===== src/rtl/ram_initiator_pkg.sv =====
// Shared FSM encoding and default sizing for the RAM initiator and its timer.
package ram_initiator_pkg;

  localparam int DEF_ADDR_WIDTH = 16;
  localparam int DEF_DATA_WIDTH = 16;
  localparam int DEF_LEN_WIDTH  = 4;
  localparam int DEF_TIMEOUT    = 15;

  typedef enum logic [1:0] {
    ST_IDLE  = 2'd0,
    ST_ISSUE = 2'd1,
    ST_WAIT  = 2'd2,
    ST_RESP  = 2'd3
  } state_e;

endpackage


===== src/rtl/ram_initiator_timer.sv =====
// Wait-cycle counter for one RAM access: cleared on issue, counts cycles
// without completion, flags the first wait cycle and the timeout cycle.
module ram_initiator_timer
  import ram_initiator_pkg::*;
#(
  parameter int TIMEOUT = DEF_TIMEOUT
) (
  input  logic clk,
  input  logic reset,
  input  logic clear_i,
  input  logic inc_i,
  output logic first_o,
  output logic expire_o
);

  localparam int CW = $clog2(TIMEOUT + 1);

  logic [CW-1:0] cnt_q, cnt_d;

  always_comb begin
    cnt_d = cnt_q;
    if (clear_i) begin
      cnt_d = '0;
    end else if (inc_i) begin
      cnt_d = cnt_q + CW'(1);
    end
  end

  always_ff @(posedge clk) begin
    if (reset) begin
      cnt_q <= '0;
    end else begin
      cnt_q <= cnt_d;
    end
  end

  // The first wait cycle never completes, so it always increments: count 0 marks it.
  assign first_o  = (cnt_q == '0);
  assign expire_o = inc_i && (cnt_q == CW'(TIMEOUT - 1));

endmodule


===== src/rtl/ram_initiator.sv =====
// Request/response front end for a handshaked RAM: single writes, read bursts,
// completion timeout, back-pressured responses.
module ram_initiator
  import ram_initiator_pkg::*;
#(
  parameter int ADDR_WIDTH = DEF_ADDR_WIDTH,
  parameter int DATA_WIDTH = DEF_DATA_WIDTH,
  parameter int LEN_WIDTH  = DEF_LEN_WIDTH,
  parameter int TIMEOUT    = DEF_TIMEOUT
) (
  input  logic                  clk,
  input  logic                  reset,
  input  logic                  req_valid,
  output logic                  req_ready,
  input  logic                  req_we,
  input  logic [ADDR_WIDTH-1:0] req_addr,
  input  logic [DATA_WIDTH-1:0] req_wdata,
  input  logic [LEN_WIDTH-1:0]  req_len,
  output logic                  rsp_valid,
  input  logic                  rsp_ready,
  output logic [DATA_WIDTH-1:0] rsp_data,
  output logic                  rsp_last,
  output logic                  rsp_err,
  output logic [ADDR_WIDTH-1:0] mem_addr,
  output logic [DATA_WIDTH-1:0] mem_wdata,
  input  logic [DATA_WIDTH-1:0] mem_rdata,
  output logic                  mem_we,
  output logic                  mem_oe,
  output logic                  mem_beg,
  input  logic                  mem_rd,
  output logic                  busy
);

  state_e state_q, state_d;

  logic [ADDR_WIDTH-1:0] addr_q;
  logic [DATA_WIDTH-1:0] wdata_q;
  logic [DATA_WIDTH-1:0] rsp_data_q;
  logic [LEN_WIDTH-1:0]  count_q;
  logic                  we_q;
  logic                  last_q;
  logic                  err_q;

  logic accept;
  logic first_wait;
  logic done;
  logic timed_out;

  assign accept = (state_q == ST_IDLE) && req_valid;
  assign done   = (state_q == ST_WAIT) && mem_rd && !first_wait;

  ram_initiator_timer #(
    .TIMEOUT (TIMEOUT)
  ) u_timer (
    .clk      (clk),
    .reset    (reset),
    .clear_i  (state_q == ST_ISSUE),
    .inc_i    ((state_q == ST_WAIT) && !done),
    .first_o  (first_wait),
    .expire_o (timed_out)
  );

  always_ff @(posedge clk) begin
    if (reset) begin
      state_q <= ST_IDLE;
    end else begin
      state_q <= state_d;
    end
  end

  always_comb begin
    state_d = state_q;
    case (state_q)
      ST_IDLE:  if (accept) state_d = ST_ISSUE;
      ST_ISSUE: state_d = ST_WAIT;
      ST_WAIT:  if (done || timed_out) state_d = ST_RESP;
      ST_RESP:  if (rsp_ready) state_d = last_q ? ST_IDLE : ST_ISSUE;
      default:  state_d = ST_IDLE;
    endcase
  end

  always_comb begin
    req_ready = 1'b0;
    mem_beg   = 1'b0;
    mem_we    = 1'b0;
    mem_oe    = 1'b0;
    rsp_valid = 1'b0;
    rsp_last  = 1'b0;
    rsp_err   = 1'b0;
    case (state_q)
      ST_IDLE:  req_ready = 1'b1;
      ST_ISSUE: begin
        mem_beg = 1'b1;
        mem_we  = we_q;
        mem_oe  = ~we_q;
      end
      ST_RESP: begin
        rsp_valid = 1'b1;
        rsp_last  = last_q;
        rsp_err   = err_q;
      end
      default: ;
    endcase
  end

  assign busy      = (state_q != ST_IDLE);
  assign mem_addr  = addr_q;
  assign mem_wdata = wdata_q;
  assign rsp_data  = rsp_data_q;

  // addr_q/wdata_q only change on entry to ISSUE, so they double as the held RAM bus.
  always_ff @(posedge clk) begin
    if (reset) begin
      addr_q     <= '0;
      wdata_q    <= '0;
      rsp_data_q <= '0;
      count_q    <= '0;
      we_q       <= 1'b0;
      last_q     <= 1'b0;
      err_q      <= 1'b0;
    end else begin
      case (state_q)
        ST_IDLE: if (accept) begin
          we_q    <= req_we;
          addr_q  <= req_addr;
          wdata_q <= req_wdata;
          count_q <= (req_we || req_len == '0) ? LEN_WIDTH'(1) : req_len;
        end
        ST_WAIT: if (done) begin
          rsp_data_q <= we_q ? '0 : mem_rdata;
          last_q     <= (count_q == LEN_WIDTH'(1));
          err_q      <= 1'b0;
        end else if (timed_out) begin
          rsp_data_q <= '0;
          last_q     <= 1'b1;
          err_q      <= 1'b1;
        end
        ST_RESP: if (rsp_ready && !last_q) begin
          count_q <= count_q - LEN_WIDTH'(1);
          addr_q  <= addr_q + ADDR_WIDTH'(1);
        end
        default: ;
      endcase
    end
  end

endmodule


===== config.mk =====
export PLATFORM = sky130hd
export DESIGN_NAME = ram_initiator
export DESIGN_NICKNAME = d
export VERILOG_FILES = /design/src/rtl/ram_initiator_pkg.sv /design/src/rtl/ram_initiator_timer.sv /design/src/rtl/ram_initiator.sv
export SDC_FILE = /design/constraint.sdc
export NUM_CORES = 1
export LEC_CHECK = 0
export ABC_AREA = 0
export BUFFER_PORTS_ARGS = -buffer_cell sky130_fd_sc_hd__buf_2
export CORE_MARGIN = 2
export CORE_UTILIZATION = 45
export CTS_CLUSTER_DIAMETER = 120
export CTS_CLUSTER_SIZE = 12
export DETAILED_ROUTE_END_ITERATION = 8
export GPL_TIMING_DRIVEN = 1
export PLACE_DENSITY = 0.82
export SLEW_MARGIN = 20
export SYNTH_ARGS = -nofsm -noshare
export SYNTH_HDL_FRONTEND = slang
export SYNTH_SLANG_ARGS = --single-unit

===== constraint.sdc =====
create_clock -name clk -period 2.2 [get_ports clk]
set_input_delay 0.11 -clock clk [delete_from_list [all_inputs] [get_ports clk]]
set_output_delay 0.11 -clock clk [all_outputs]
set_load 0.1 [all_outputs]

; ---- After elaboration in Yosys (flattened, before gate mapping)
; Cells that the tools add are included.
[totals]
wordCells = 69
out_inout_bits = 56
register_bits = 61
[classes]
eq_ne = 9
n_bitwise = 1
mux = 25
n_reduce_logical = 22
n_addsub = 3
[op_table]
columns = operator, n
row1 = $mux W16, 5
row2 = $pmux W16 S2, 1
row3 = $add A16 B1 Y16 const B, 1
row4 = $mux W4, 3
row5 = $mux W1, 11
row6 = $logic_not A4 Y1, 2
row7 = $pmux W2 S4, 1
row8 = $pmux W4 S2, 1
row9 = $logic_and A1 B1 Y1, 6
row10 = $mux W2, 3
row11 = $ne A2 B2 Y1 const B, 3
row12 = $reduce_and A3 Y1, 2
row13 = $reduce_bool A2 Y1, 3
row14 = $add A4 B1 Y4 const B, 1
row15 = $eq A2 B2 Y1 const B, 2
row16 = $eq A4 B1 Y1 const B, 1
row17 = $eq A4 B4 Y1 const B, 1
row18 = $reduce_and A2 Y1, 2
row19 = $sub A4 B1 Y4 const B, 1
row20 = $logic_not A1 Y1, 3
row21 = $eq A2 B1 Y1 const B, 1
row22 = $logic_not A2 Y1, 1
row23 = $logic_or A1 B1 Y1, 2
row24 = $ne A2 B1 Y1 const B, 1
row25 = 2 further kinds, 2

; ---- Depth between registers and ports, before layout
; Gate-level depths: netlist of run 1.
[logic_depth]
ltp_word = 9
mapped_depth = 8
depth_no_buf = 6

; ---- Cells and area by module
; From an unflattened synthesis of run 1, not the netlist that was laid out.
[unflattened]
cells_unflattened = 367
area_unflattened_um2 = 3009.1
[by_module_without_submodules]
columns = module, seq_area_each_um2, instances, cells_each, area_per_inst_um2
row1 = ram_initiator, 1141.1, 1, 343, 2760.1
row2 = ram_initiator_timer, 80.1, 1, 24, 249.0

; ---- Worst setup path before layout of run 1
; OpenSTA, ideal clock, no wires.
[synth_timing]
path_kind = reg-to-output
start = reg state_q[1]
end = out mem_oe
slack_ns = -0.631
path_buffers = 0
arrival_time_ns = 2.721
stages_incl_launch_ff = 4
cell_sequence = dfxtp_1 -> inv_1 -> ha_1 -> nor2b_1
[synth_between]
elab_chain_len = 2
[synth_rtl]
columns = item, line_no
row1 = from (decl), ram_initiator.sv:34  ; state_e state_q, state_d;
row2 = from (signal assigned), ram_initiator.sv:67  ; state_q <= state_d;
row3 = $eq A2 B1 Y1, ram_initiator.sv:90  ; case (state_q)
row4 = $mux W1, ram_initiator.sv:90
row5 = to (decl), ram_initiator.sv:28  ; output logic mem_oe,
; Every way passes these cells.

; ---- Final worst setup path of run 1
[layout_timing]
start = reg u_timer.cnt_q[0]
end = reg rsp_data_q[11] (netlist: rsp_data[11])
[layout_between]
elab_chain_len = 8
elab_cells_between_ends = 10
[layout_rtl]
columns = item, line_no
row1 = from (decl), ram_initiator_timer.sv:18  ; logic [CW-1:0] cnt_q, cnt_d;
row2 = from (signal assigned), ram_initiator_timer.sv:33  ; cnt_q <= cnt_d;
row3 = $logic_not A4 Y1, ram_initiator_timer.sv:38  ; assign first_o = (cnt_q == '0);
row4 = $logic_not A1 Y1, ram_initiator.sv:50  ; assign done = (state_q == ST_WAIT) && mem_rd && !first_wait;
row5 = $logic_and A1 B1 Y1, ram_initiator.sv:50
row6 = $logic_not A1 Y1, ram_initiator.sv:58  ; .inc_i ((state_q == ST_WAIT) && !done),
row7 = $logic_and A1 B1 Y1, ram_initiator.sv:58
row8 = $logic_and A1 B1 Y1, ram_initiator_timer.sv:39  ; assign expire_o = inc_i && (cnt_q == CW'(TIMEOUT - 1));
row9 = $reduce_bool A2 Y1 (no line), n/a
row10 = $reduce_and A2 Y1 (no line), n/a
row11 = to (signal assigned), ram_initiator.sv:130  ; rsp_data_q <= we_q ? '0 : mem_rdata;
row12 = to (decl), ram_initiator.sv:38  ; logic [DATA_WIDTH-1:0] rsp_data_q;
; Parallel ways exist; a longest one is shown, timed or not.
; A chain may end at the register's enable or synchronous reset.

==> results of run 1 <==
## area by class of cell
class | instances | share of cell area [%]
Sequential cell | 61 | 30.5
Clock buffer | 9 | 3.07
Timing Repair Buffer | 146 | 21.5
Inverter | 16 | 1.58
Clock inverter | 7 | 1.86
Multi-Input combinational cell | 250 | 39.0
Tap cell | 77 | 2.38
## critical path, stage by stage (launching register included)
cell and delay, ns:
sky130_fd_sc_hd__dfxtp_1 0.32, sky130_fd_sc_hd__inv_1 0.11, sky130_fd_sc_hd__ha_1 0.17, sky130_fd_sc_hd__nor3b_2 0.25, sky130_fd_sc_hd__nor2_1 0.13, sky130_fd_sc_hd__a211oi_4 0.68, sky130_fd_sc_hd__a22o_1 0.27
## routing by layer
metal	part of all wire [%]	track usage [%]	up-vias
li1	-	-	1532
met1	41	29.7	1470
met2	48	39.2	165
met3	8.3	5.41	20
met4	2.6	11.7	0
met5	0	0	-
## sequential cells by signal, summed over array words and instances, names as in the netlist
signal,flops
u_timer.cnt_q,4
err_q,1
mem_addr,16
count_q,4
mem_wdata,16
we_q,1
last_q,1
state_q,2
rsp_data,16
## stage by stage
step / utilization (%) / hold slack (ns) / setup TNS, ns / setup WS [ns]
2_1_floorplan: - / 0.236 / -0.180 / -0.180
3_3_place_gp: 57.1 / 0.319 / 0 / 0.181
3_5_place_dp: 57.1 / 0.329 / 0 / 0.101
4_1_cts: 63.9 / 0.000898 / 0 / 0.0797
5_1_grt: 64.0 / 0.0127 / 0 / 0.0207
6_report: 64.0 / 0.00514 / 0 / 0.194
## synthesized netlist by cell type, drive strengths merged, types with 4 or more instances
library cell and instances:
nor4 9, dfxtp 61, nor2b 8, nand4 5
inv 16, nor2 10, o21ai 19, o31ai 4
and2 7, o21a 4, nand2 47, nor3 10
or4 4, nand3 11, buf 9, clkbuf 12
ha 10, a211oi 9, a22o 16, a21oi 38
nand2b 6, mux2i 4, a31oi 4
## worst min-delay path by stage
stage,startpoint,to,slack [ns],depth (start not counted)
3_3_place_gp,mem_rdata[13],rsp_data[13],0.32,2
3_5_place_dp,mem_rdata[2],rsp_data[2],0.33,2
2_1_floorplan,mem_rdata[10],rsp_data[10],0.24,1
4_1_cts,req_wdata[8],mem_wdata[8],0.0009,3
6_report,req_wdata[15],mem_wdata[15],0.005,3
5_1_grt,req_wdata[15],mem_wdata[15],0.01,3
## timing repair
action,CTS,global route
setup endpoints to repair,0,16
hold buffers,23,0
gates resized for setup,0,1
endpoints found under the hold margin,23,0
## kinds of logic (layout without fill, tap and decap cells)
logic type	Yosys count	in the layout	share of synthesized area, %
AND/OR/NAND/NOR	126	126	22.9
adder cells (fa/ha/maj)	10	10	4.27
XOR/XNOR	3	3	0.898
flip-flops	61	61	41.7
multiplexers	4	4	1.37
AO/OA/AOI/OAI	107	107	23.8
buffers and inverters	37	178	5.04
## power by group through the flow
stage               Clock, mW  Sequential, mW  Combinational, mW
floorplan                   0            2.84               1.48
global placement            0            1.65               3.22
detailed placement          0            1.66               3.27
CTS                      1.02            1.64               3.32
global route             1.08            1.68               3.53
finish                   1.01            1.65               3.33
==> impl_metrics.py, run 1 <==
metrics = {
    "setup_path": {
        "crit_path_start_kind": "flop",
        "reg2regPathDepth": 6,
        "crit_path_max_fanout": 16,
        "cp.required_ns": 2.48,
        "endpoint_kind": "flop",
        "regToRegSetupSlack_ns": 0.19,
        "rr_startpoint": "u_timer.cnt_q[0]",
        "critPathArrivalTime_ns": 2.28,
        "setup.worst_path.end": "rsp_data[11]",
        "end_of_the_worst_register_to_register_path": "rsp_data[11]",
        "crit_start": "u_timer.cnt_q[0]",
        "timing.setup.critical_path_class": "reg2reg",
    },
    "final_layout": {
        "mostFrequentLayoutCells": "113 x sky130_fd_sc_hd__buf_2, 51 x sky130_fd_sc_hd__dfxtp_1, 47 x sky130_fd_sc_hd__nand2_1, 38 x sky130_fd_sc_hd__a21oi_1, 23 x sky130_fd_sc_hd__dlygate4sd3_1",
        "multi_input_comb_area_um2": 1580,
        "final_nets": 552,
        "layout_commonest_cell": "sky130_fd_sc_hd__buf_2",
        "stdcell_area_um2": 4040,
        "ff_latch_area_um2": 1230,
        "fillers": 527,
        "layout.cells.non_filler": 566,
        "diodes": 0,
        "area_growth_from_synthesis_to_final_layout_pct": 38.0,
        "post_route_cells_drive_above_1_share_pct": 33.5,
    },
    "yosys": {
        "synth.net_count": 416,
        "synth_cells": 348,
        "synth_top_area_share_pct": 41.7,
        "synthDominantAreaCellType": "sky130_fd_sc_hd__dfxtp_1",
        "ys_types": 48,
        "synth_area_leaders": "sky130_fd_sc_hd__dfxtp_1 42%, sky130_fd_sc_hd__a21oi_1 6.5%, sky130_fd_sc_hd__nand2_1 6.0%",
        "synth-main-ff-cell": "sky130_fd_sc_hd__dfxtp_1",
        "synthArstFlopShare_pct": 0,
        "syn-cell-area_um2": 2930,
        "post_synth_edffs": 0,
        "post_synthesis_mean_instance_area_um2": 8.41,
        "synth-seq-area-share_pct": 41.7,
        "synth-seq-cells": 61,
        "synth_warnings": 0,
    },
    "grt": {
        "grt_antenna_before_repair": 0,
        "track_usage_pct": 23.9,
        "globalRoute.totalOverflow": 0,
        "via_count_of_the_first_global_routing_pass": 2974,
        "maximum_number_of_pins_on_one_net_before_global_route_repair": 29,
        "grt_first_pass_wirelength_um": 13900,
    },
    "place": {
        "postPlaceCellArea_um2": 3600,
        "placed_cells_incl_taps": 527,
        "hpwl_after_detailed_placement_um": 5580,
        "number_of_port_buffers": 113,
        "routabilityCongestion": 0.838,
    },
    "drt": {
        "drc": 0,
        "via_per_inst": 5.63,
        "drt-pass1-iter-count": 4,
        "wl_um": 8730,
        "initial_drc_count": 136,
        "drt.antenna.violating_nets": 0,
        "routed_wire_length_per_instance_um": 15.4,
        "vias": 3187,
    },
    "die": {
        "die_width_um": 84.7,
        "row_count": 29,
        "floorplan.initialDensity_pct": 46.4,
        "core_area_um2": 6310,
        "design.portCount": 114,
        "die_area_um2": 7170,
        "dieHeight_um": 84.7,
    },
    "timing": {
        "fin_skew_ns": 0.0112,
        "min_period_over_period_pct": 91.2,
        "rsz_0062_raised_after_global_routing": "no",
        "relSlewSlack_pct": 50.6,
        "timing_worst_slew_pin_value_ns": 0.739,
        "fmax_ghz": 0.498,
        "fin_crit_ns": 2.01,
        "hold_viol_final": 0,
        "drv_slew": 0,
        "setup_violations": 0,
    },
    "power": {
        "fin_total_pwr_mw": 5.99,
        "p_sw_share_pct": 56.1,
        "combinationalPowerShare_pct": 55.6,
        "maximum_vdd_drop_v": 0.00104,
        "switching_power_mw": 3.36,
        "relative_contribution_of_the_clock_network_to_total_power_pct": 16.9,
        "leakagePower_nw": 1.76,
        "power_density_nw_per_um2": 1480,
        "p_seq_share_pct": 27.5,
        "internal-power_mw": 2.63,
    },
    "cts": {
        "post_cts.repair.setup_buffers": 0,
        "htreeDepth": 3,
        "tritoncts_num_sinks": 61,
        "tritoncts": "done",
        "cts_buffer_depth": 2,
        "clkTransAtPathRegs_ns": 0.08,
        "cts_root_buffer": "sky130_fd_sc_hd__clkbuf_8",
        "cts_buf_count": 9,
        "clk-insertion-delay-late_ns": 0.34,
    },
    "hold_path": {
        "worst_hold_path_type": "in2reg",
    },
    "flow_run": {
        "cap_violations": 0,
    },
    "outcome": {
        "result_of_the_run": "complete, no violations",
    },
}
Power figures use the tool's default switching activity.
==> run 2: changes to the inputs <==
- REMOVE_ABC_BUFFERS: unset -> 1
- SETUP_SLACK_MARGIN: unset -> 0.4
- clock period: 2.2 -> 2 ns (I/O delays scaled with it)
==> run 2 against run 1 <==
Against the previous run: critical path depth decreased by 1; final area up 14%; sequential power grew 12%; final cell count rose by 5.3%; clock skew decreased by 0.0035 ns; via count up 3.8%; register-to-register slack gained 0.08 ns; flip-flop and latch count stayed put; global-route usage grew 0.27 points; critical endpoint is now mem_addr[7]; largest cell class unchanged.
==> impl_metrics.py, run 2 (same netlist as run 1, synthesis figures left out) <==
metrics = {
    "drt": {
        "wl_um": 9510,
        "initial_drc_count": 205,
        "drt-pass1-iter-count": 5,
        "drc": 0,
        "drt.antenna.violating_nets": 0,
        "routed_wire_length_per_instance_um": 16.0,
        "vias": 3307,
        "via_per_inst": 5.55,
    },
    "hold_path": {
        "worst_hold_path_type": "in2reg",
    },
    "setup_path": {
        "critPathArrivalTime_ns": 1.98,
        "cp_cell_sequence": "ha_4 -> inv_2 -> buf_4 -> or4_1 -> a31oi_1",
        "timing.setup.critical_path_class": "reg2reg",
        "cp.required_ns": 2.25,
        "crit_path_start_kind": "flop",
        "endpoint_kind": "flop",
        "worst_path_max_delay_cell": "sky130_fd_sc_hd__or4_1",
        "regToRegSetupSlack_ns": 0.27,
        "buffers_plus_inverters_on_the_worst_setup_path": 2,
        "crit_path_max_fanout": 12,
        "max_stage_delay_on_crit_path_ns": 0.53,
        "critical_path.top_delay_family": "simple AND/OR/NAND/NOR gates",
    },
    "power": {
        "leakagePower_nw": 1.99,
        "p_seq_share_pct": 25.0,
        "maximum_vdd_drop_v": 0.00165,
        "p_sw_share_pct": 53.6,
        "relative_contribution_of_the_clock_network_to_total_power_pct": 14.7,
        "switching_power_mw": 3.94,
        "combinationalPowerShare_pct": 60.3,
        "internal-power_mw": 3.41,
        "power_density_nw_per_um2": 1590,
    },
    "timing": {
        "min_period_over_period_pct": 86.5,
        "fin_crit_ns": 1.73,
        "timing.final.ws_setup_ns": 0.270,
        "timing_worst_slew_pin_value_ns": 0.597,
        "setup_violations": 0,
        "hold_ws_ns": 0.0106,
        "rsz_0062_raised_after_global_routing": "yes",
        "relSlewSlack_pct": 60.1,
        "fin_skew_ns": 0.00774,
        "hold_viol_final": 0,
        "drv_slew": 0,
        "fmax_ghz": 0.578,
        "tns_ns": 0,
    },
    "cts": {
        "tritoncts": "done",
        "clk-insertion-delay-late_ns": 0.33,
        "clkTransAtPathRegs_ns": 0.07,
        "cts_buffer_depth": 2,
        "cts_root_buffer": "sky130_fd_sc_hd__clkbuf_8",
        "htreeDepth": 3,
        "cts_buf_count": 9,
        "tritoncts_num_sinks": 61,
    },
    "die": {
        "dieHeight_um": 84.7,
        "die_width_um": 84.7,
        "row_count": 29,
        "design.portCount": 114,
        "die_area_um2": 7170,
        "core_area_um2": 6310,
        "floorplan.initialDensity_pct": 46.4,
    },
    "grt": {
        "grt_first_pass_wirelength_um": 14100,
        "track_usage_pct": 24.2,
        "grt_antenna_before_repair": 0,
        "via_count_of_the_first_global_routing_pass": 3058,
        "globalRoute.totalOverflow": 0,
        "maximum_number_of_pins_on_one_net_before_global_route_repair": 42,
    },
    "place": {
        "dp_worst_setup_slack_ns": -0.152,
        "postPlaceCellArea_um2": 3660,
        "routabilityCongestion": 0.821,
        "number_of_port_buffers": 113,
        "hpwl_after_detailed_placement_um": 5560,
    },
    "final_layout": {
        "layout_commonest_cell": "sky130_fd_sc_hd__buf_2",
        "stdcell_area_um2": 4620,
        "area_growth_from_synthesis_to_final_layout_pct": 57.7,
        "fillers": 453,
        "post_route_cells_drive_above_1_share_pct": 41.6,
        "mostFrequentLayoutCells": "106 x sky130_fd_sc_hd__buf_2, 52 x sky130_fd_sc_hd__dfxtp_1, 46 x sky130_fd_sc_hd__nand2_1, 37 x sky130_fd_sc_hd__a21oi_1, 27 x sky130_fd_sc_hd__buf_4",
        "diodes": 0,
        "final_nets": 582,
        "final_core_utilization_pct": 73.1,
    },
    "outcome": {
        "result_of_the_run": "complete, no violations",
    },
    "flow_run": {
        "cap_violations": 0,
    },
}
[run 2: cell count changes in the layout (fill, tap and decap cells not counted), sizes merged]
cell,change
clkinv,+2
clkbuf,+1
buf,+27
dlygate4sd3,+2
clkinvlp,-2
[run 2: area by class of cell]
cell class	instances	area, um2	area share (%)
Multi-Input combinational cell	250	1760	38.0
Sequential cell	61	1250	27.1
Timing Repair Buffer	176	1240	26.9
Clock buffer	9	124	2.68
Tap cell	77	96.3	2.09
Clock inverter	7	76.3	1.65
Inverter	16	70.1	1.52
[run 2: metrics by stage]
stage               power [mW]  cells
global placement          5.35    532
CTS                       6.94    587
detailed placement        5.41    532
global route              7.68    596
floorplan                 4.61    327
finish                    7.35    596
[run 2: worst reg2reg max path, delay by kind of cell, from the launching register on]
kind	cells	cell delay (ns)
fa+ha+maj	1	0.23
compound gates	1	0.19
buf+inv	2	0.30
flops	1	0.41
simple gates	1	0.53
[run 2: power groups by stage]
stage | combinational [mW] | sequential [mW] | clock [mW]
final | 4.43 | 1.84 | 1.08
after global routing | 4.64 | 1.87 | 1.17
after CTS | 4.03 | 1.81 | 1.10
after detailed placement | 3.63 | 1.78 | 0
after global placement | 3.59 | 1.77 | 0
after floorplan | 1.50 | 3.12 | 0
[run 2: per-layer routing]
| layer | routed length (um) | share of wire [%] | global-route usage, % |
|---|---|---|---|
| met1 | 3750 | 39 | 28.7 |
| met2 | 4870 | 51 | 41.7 |
| met3 | 710 | 7.5 | 6.19 |
| met4 | 169 | 1.8 | 9.96 |
| met5 | 0 | 0 | 0 |
[run 2: final timing paths]
path / from / endpoint / cells past startpoint
worst max-delay path: state_q[1] / mem_addr[7] / 5
worst min register to register: mem_wdata[1] / mem_wdata[1] / 2
worst max register to register: state_q[1] / mem_addr[7] / 5
worst min-delay path: req_wdata[4] / mem_wdata[4] / 3
[run 2: timing repair]
| item | in CTS | in global routing |
|---|---|---|
| endpoints found under the setup margin | 63 | 49 |
| hold buffers | 25 | 0 |
| pin swaps | 12 | 20 |
| endpoints found under the hold margin | 25 | 0 |
| resized for setup | 46 | 46 |
| cloned | 1 | 1 |
| setup buffers | 13 | 8 |
==> run 3: changes to the inputs <==
- RECOVER_POWER: unset -> 100
- clock period: 2 -> 2.2 ns (I/O delays scaled with it)
==> run 3 against run 2 <==
Against the previous run: final cell count fell by 4.4%; flip-flop and latch count did not move; sequential power shrank 9.8%; die area unchanged; critical path depth increased by 2; setup slack gained 0.040 ns; largest power group unchanged.
==> impl_metrics.py, run 3 (same netlist as run 1, synthesis figures left out) <==
metrics = {
    "place": {
        "placed_cells_incl_taps": 526,
        "hpwl_after_detailed_placement_um": 5610,
        "number_of_port_buffers": 113,
        "routabilityCongestion": 0.804,
    },
    "die": {
        "core_area_um2": 6310,
        "floorplan.initialDensity_pct": 46.4,
        "design.portCount": 114,
        "die_width_um": 84.7,
        "row_count": 29,
        "dieHeight_um": 84.7,
        "die_area_um2": 7170,
    },
    "setup_path": {
        "worst_path_max_delay_cell": "sky130_fd_sc_hd__ha_1",
        "endpoint_kind": "flop",
        "reg2regPathDepth": 7,
        "timing.setup.critical_path_class": "reg2reg",
        "max_stage_delay_on_crit_path_ns": 0.40,
        "cp_cell_sequence": "inv_1 -> ha_1 -> nand2_1 -> nor2_1 -> a211oi_4 -> buf_12 -> a22o_1",
        "end_of_the_worst_register_to_register_path": "rsp_data[9]",
        "cp.required_ns": 2.42,
        "crit_path_max_fanout": 16,
        "critPathArrivalTime_ns": 2.11,
        "regToRegSetupSlack_ns": 0.31,
        "buffers_plus_inverters_on_the_worst_setup_path": 2,
        "rr_startpoint": "state_q[0]",
        "critical_path.top_delay_family": "simple AND/OR/NAND/NOR gates",
        "crit_path_start_kind": "flop",
    },
    "hold_path": {
        "min_delay_path_depth": 3,
        "timing.hold.worst_endpoint": "mem_wdata[13]",
        "hold_path.startpoint": "req_wdata[13]",
        "worst_hold_path_type": "in2reg",
    },
    "cts": {
        "tritoncts_num_sinks": 61,
        "clkTransAtPathRegs_ns": 0.07,
        "cts_buf_count": 9,
        "cts_root_buffer": "sky130_fd_sc_hd__clkbuf_8",
        "tritoncts": "done",
        "htreeDepth": 3,
        "cts_buffer_depth": 2,
        "clk-insertion-delay-late_ns": 0.33,
    },
    "drt": {
        "drt-pass1-iter-count": 5,
        "via_per_inst": 5.54,
        "initial_drc_count": 156,
        "routed_wire_length_per_instance_um": 15.3,
        "wl_um": 8730,
        "drc": 0,
        "drt.antenna.violating_nets": 0,
        "vias": 3156,
    },
    "final_layout": {
        "layout_commonest_cell": "sky130_fd_sc_hd__buf_2",
        "multi_input_comb_area_um2": 1630,
        "final_core_utilization_pct": 65.7,
        "mostFrequentLayoutCells": "57 x sky130_fd_sc_hd__buf_2, 56 x sky130_fd_sc_hd__dfxtp_1, 48 x sky130_fd_sc_hd__clkbuf_1, 47 x sky130_fd_sc_hd__nand2_1, 38 x sky130_fd_sc_hd__a21oi_1",
        "ff_latch_area_um2": 1230,
        "post_route_cells_drive_above_1_share_pct": 24.5,
        "fillers": 546,
        "layout.cells.non_filler": 570,
        "area_growth_from_synthesis_to_final_layout_pct": 41.7,
        "final_nets": 556,
        "diodes": 0,
    },
    "timing": {
        "tns_ns": 0,
        "min_period_over_period_pct": 85.9,
        "relSlewSlack_pct": 19.2,
        "fin_crit_ns": 1.89,
        "fin_skew_ns": 0.00702,
        "timing_worst_slew_pin_value_ns": 1.22,
        "drv_slew": 0,
        "setup_violations": 0,
        "fmax_ghz": 0.529,
        "rsz_0062_raised_after_global_routing": "yes",
        "hold_viol_final": 0,
    },
    "grt": {
        "groute.layer.met2.usage_pct": 41.9,
        "maximum_number_of_pins_on_one_net_before_global_route_repair": 35,
        "globalRouteMet1Util_pct": 27.9,
        "via_count_of_the_first_global_routing_pass": 3121,
        "grt_first_pass_wirelength_um": 14000,
        "grt_antenna_before_repair": 0,
        "globalRoute.busiestLayer": "met2",
        "track_usage_pct": 23.9,
        "globalRoute.totalOverflow": 0,
        "grtUsageMet3_pct": 6.39,
    },
    "outcome": {
        "result_of_the_run": "complete, no violations",
    },
    "power": {
        "internal-power_mw": 2.84,
        "leakagePower_nw": 1.63,
        "combinationalPowerShare_pct": 55.6,
        "power_density_nw_per_um2": 1500,
        "relative_contribution_of_the_clock_network_to_total_power_pct": 17.8,
        "fin_total_pwr_mw": 6.24,
        "p_seq_share_pct": 26.6,
        "switching_power_mw": 3.40,
        "p_sw_share_pct": 54.4,
        "maximum_vdd_drop_v": 0.00111,
    },
    "flow_run": {
        "cap_violations": 0,
    },
}
## run 3: cell types whose count changed in the layout (fill, tap and decap cells not counted), moves of 4 or more
cell / change
sky130_fd_sc_hd__o21ai_1: -4
sky130_fd_sc_hd__inv_1: +4
sky130_fd_sc_hd__buf_4: -10
sky130_fd_sc_hd__o21ai_2: -6
sky130_fd_sc_hd__inv_4: -4
sky130_fd_sc_hd__dfxtp_4: -6
sky130_fd_sc_hd__clkbuf_1: +48
sky130_fd_sc_hd__buf_2: -49
sky130_fd_sc_hd__buf_6: -11
sky130_fd_sc_hd__dfxtp_1: +4
sky130_fd_sc_hd__clkbuf_2: +5
sky130_fd_sc_hd__o21ai_0: +10
sky130_fd_sc_hd__ha_4: -4
sky130_fd_sc_hd__dlygate4sd3_1: -9
## run 3: layout make-up
class | instances | share of cell area [%]
inverters | 16 | 1.45
flip-flops and latches | 61 | 29.7
well taps | 77 | 2.32
repair buffers | 150 | 21.8
clock buffers | 9 | 2.99
multi-input cells | 250 | 39.4
clock inverters | 7 | 2.38
## run 3: per-stage QoR
step / worst slack [ns] / cell area, um2 / hold WS [ns]
5_1_grt: 0.201 / 4150 / 0.0103
6_report: 0.310 / 4150 / 0.0107
3_3_place_gp: 0.183 / 3610 / 0.319
3_5_place_dp: 0.0468 / 3610 / 0.328
2_1_floorplan: -1.30 / 2840 / 0.179
4_1_cts: 0.411 / 4110 / 0.00165
## run 3: worst reg2reg max path, delay by kind of cell, from the launching register on
family / cells / cell delay [ns]
compound gates: 2 / 0.31
flops: 1 / 0.37
buf+inv: 2 / 0.30
simple gates: 2 / 0.42
fa+ha+maj: 1 / 0.40
## run 3: how the worst max path moves through the flow
stage,slack (ns),endpoint,cells after the start,startpoint
6_report,0.31,rsp_data[9],7,state_q[0]
5_1_grt,0.20,count_q[1],7,state_q[1]
3_3_place_gp,0.18,rsp_data[8],6,u_timer.cnt_q[0]
4_1_cts,0.41,mem_addr[13],6,state_q[1]
3_5_place_dp,0.05,rsp_data[10],6,u_timer.cnt_q[0]
2_1_floorplan,-1.30,count_q[2],5,state_q[0]
## run 3: timing repair
| action | in CTS | in global routing |
|---|---|---|
| pin swaps | 4 | 3 |
| gates resized for setup | 11 | 19 |
| gates cloned | 0 | 0 |
| hold buffers | 16 | 0 |
| hold endpoints to repair | 16 | 0 |
| setup endpoints to repair | 36 | 39 |
| buffers inserted | 7 | 5 |
## run 3: per-layer routing
layer	vias to the layer above	part of all wire (%)	routed length, um
met1	1480	40	3500
met4	0	2.0	178
li1	1537	-	-
met3	15	7.2	625
met2	124	51	4430
met5	-	0	0
## run 3: power groups by stage
stage	clock, mW	combinational (mW)	sequential (mW)
floorplan	0	1.36	2.83
global placement	0	3.18	1.63
detailed placement	0	3.22	1.64
CTS	1.12	3.43	1.62
global route	1.18	3.69	1.70
finish	1.11	3.47	1.66
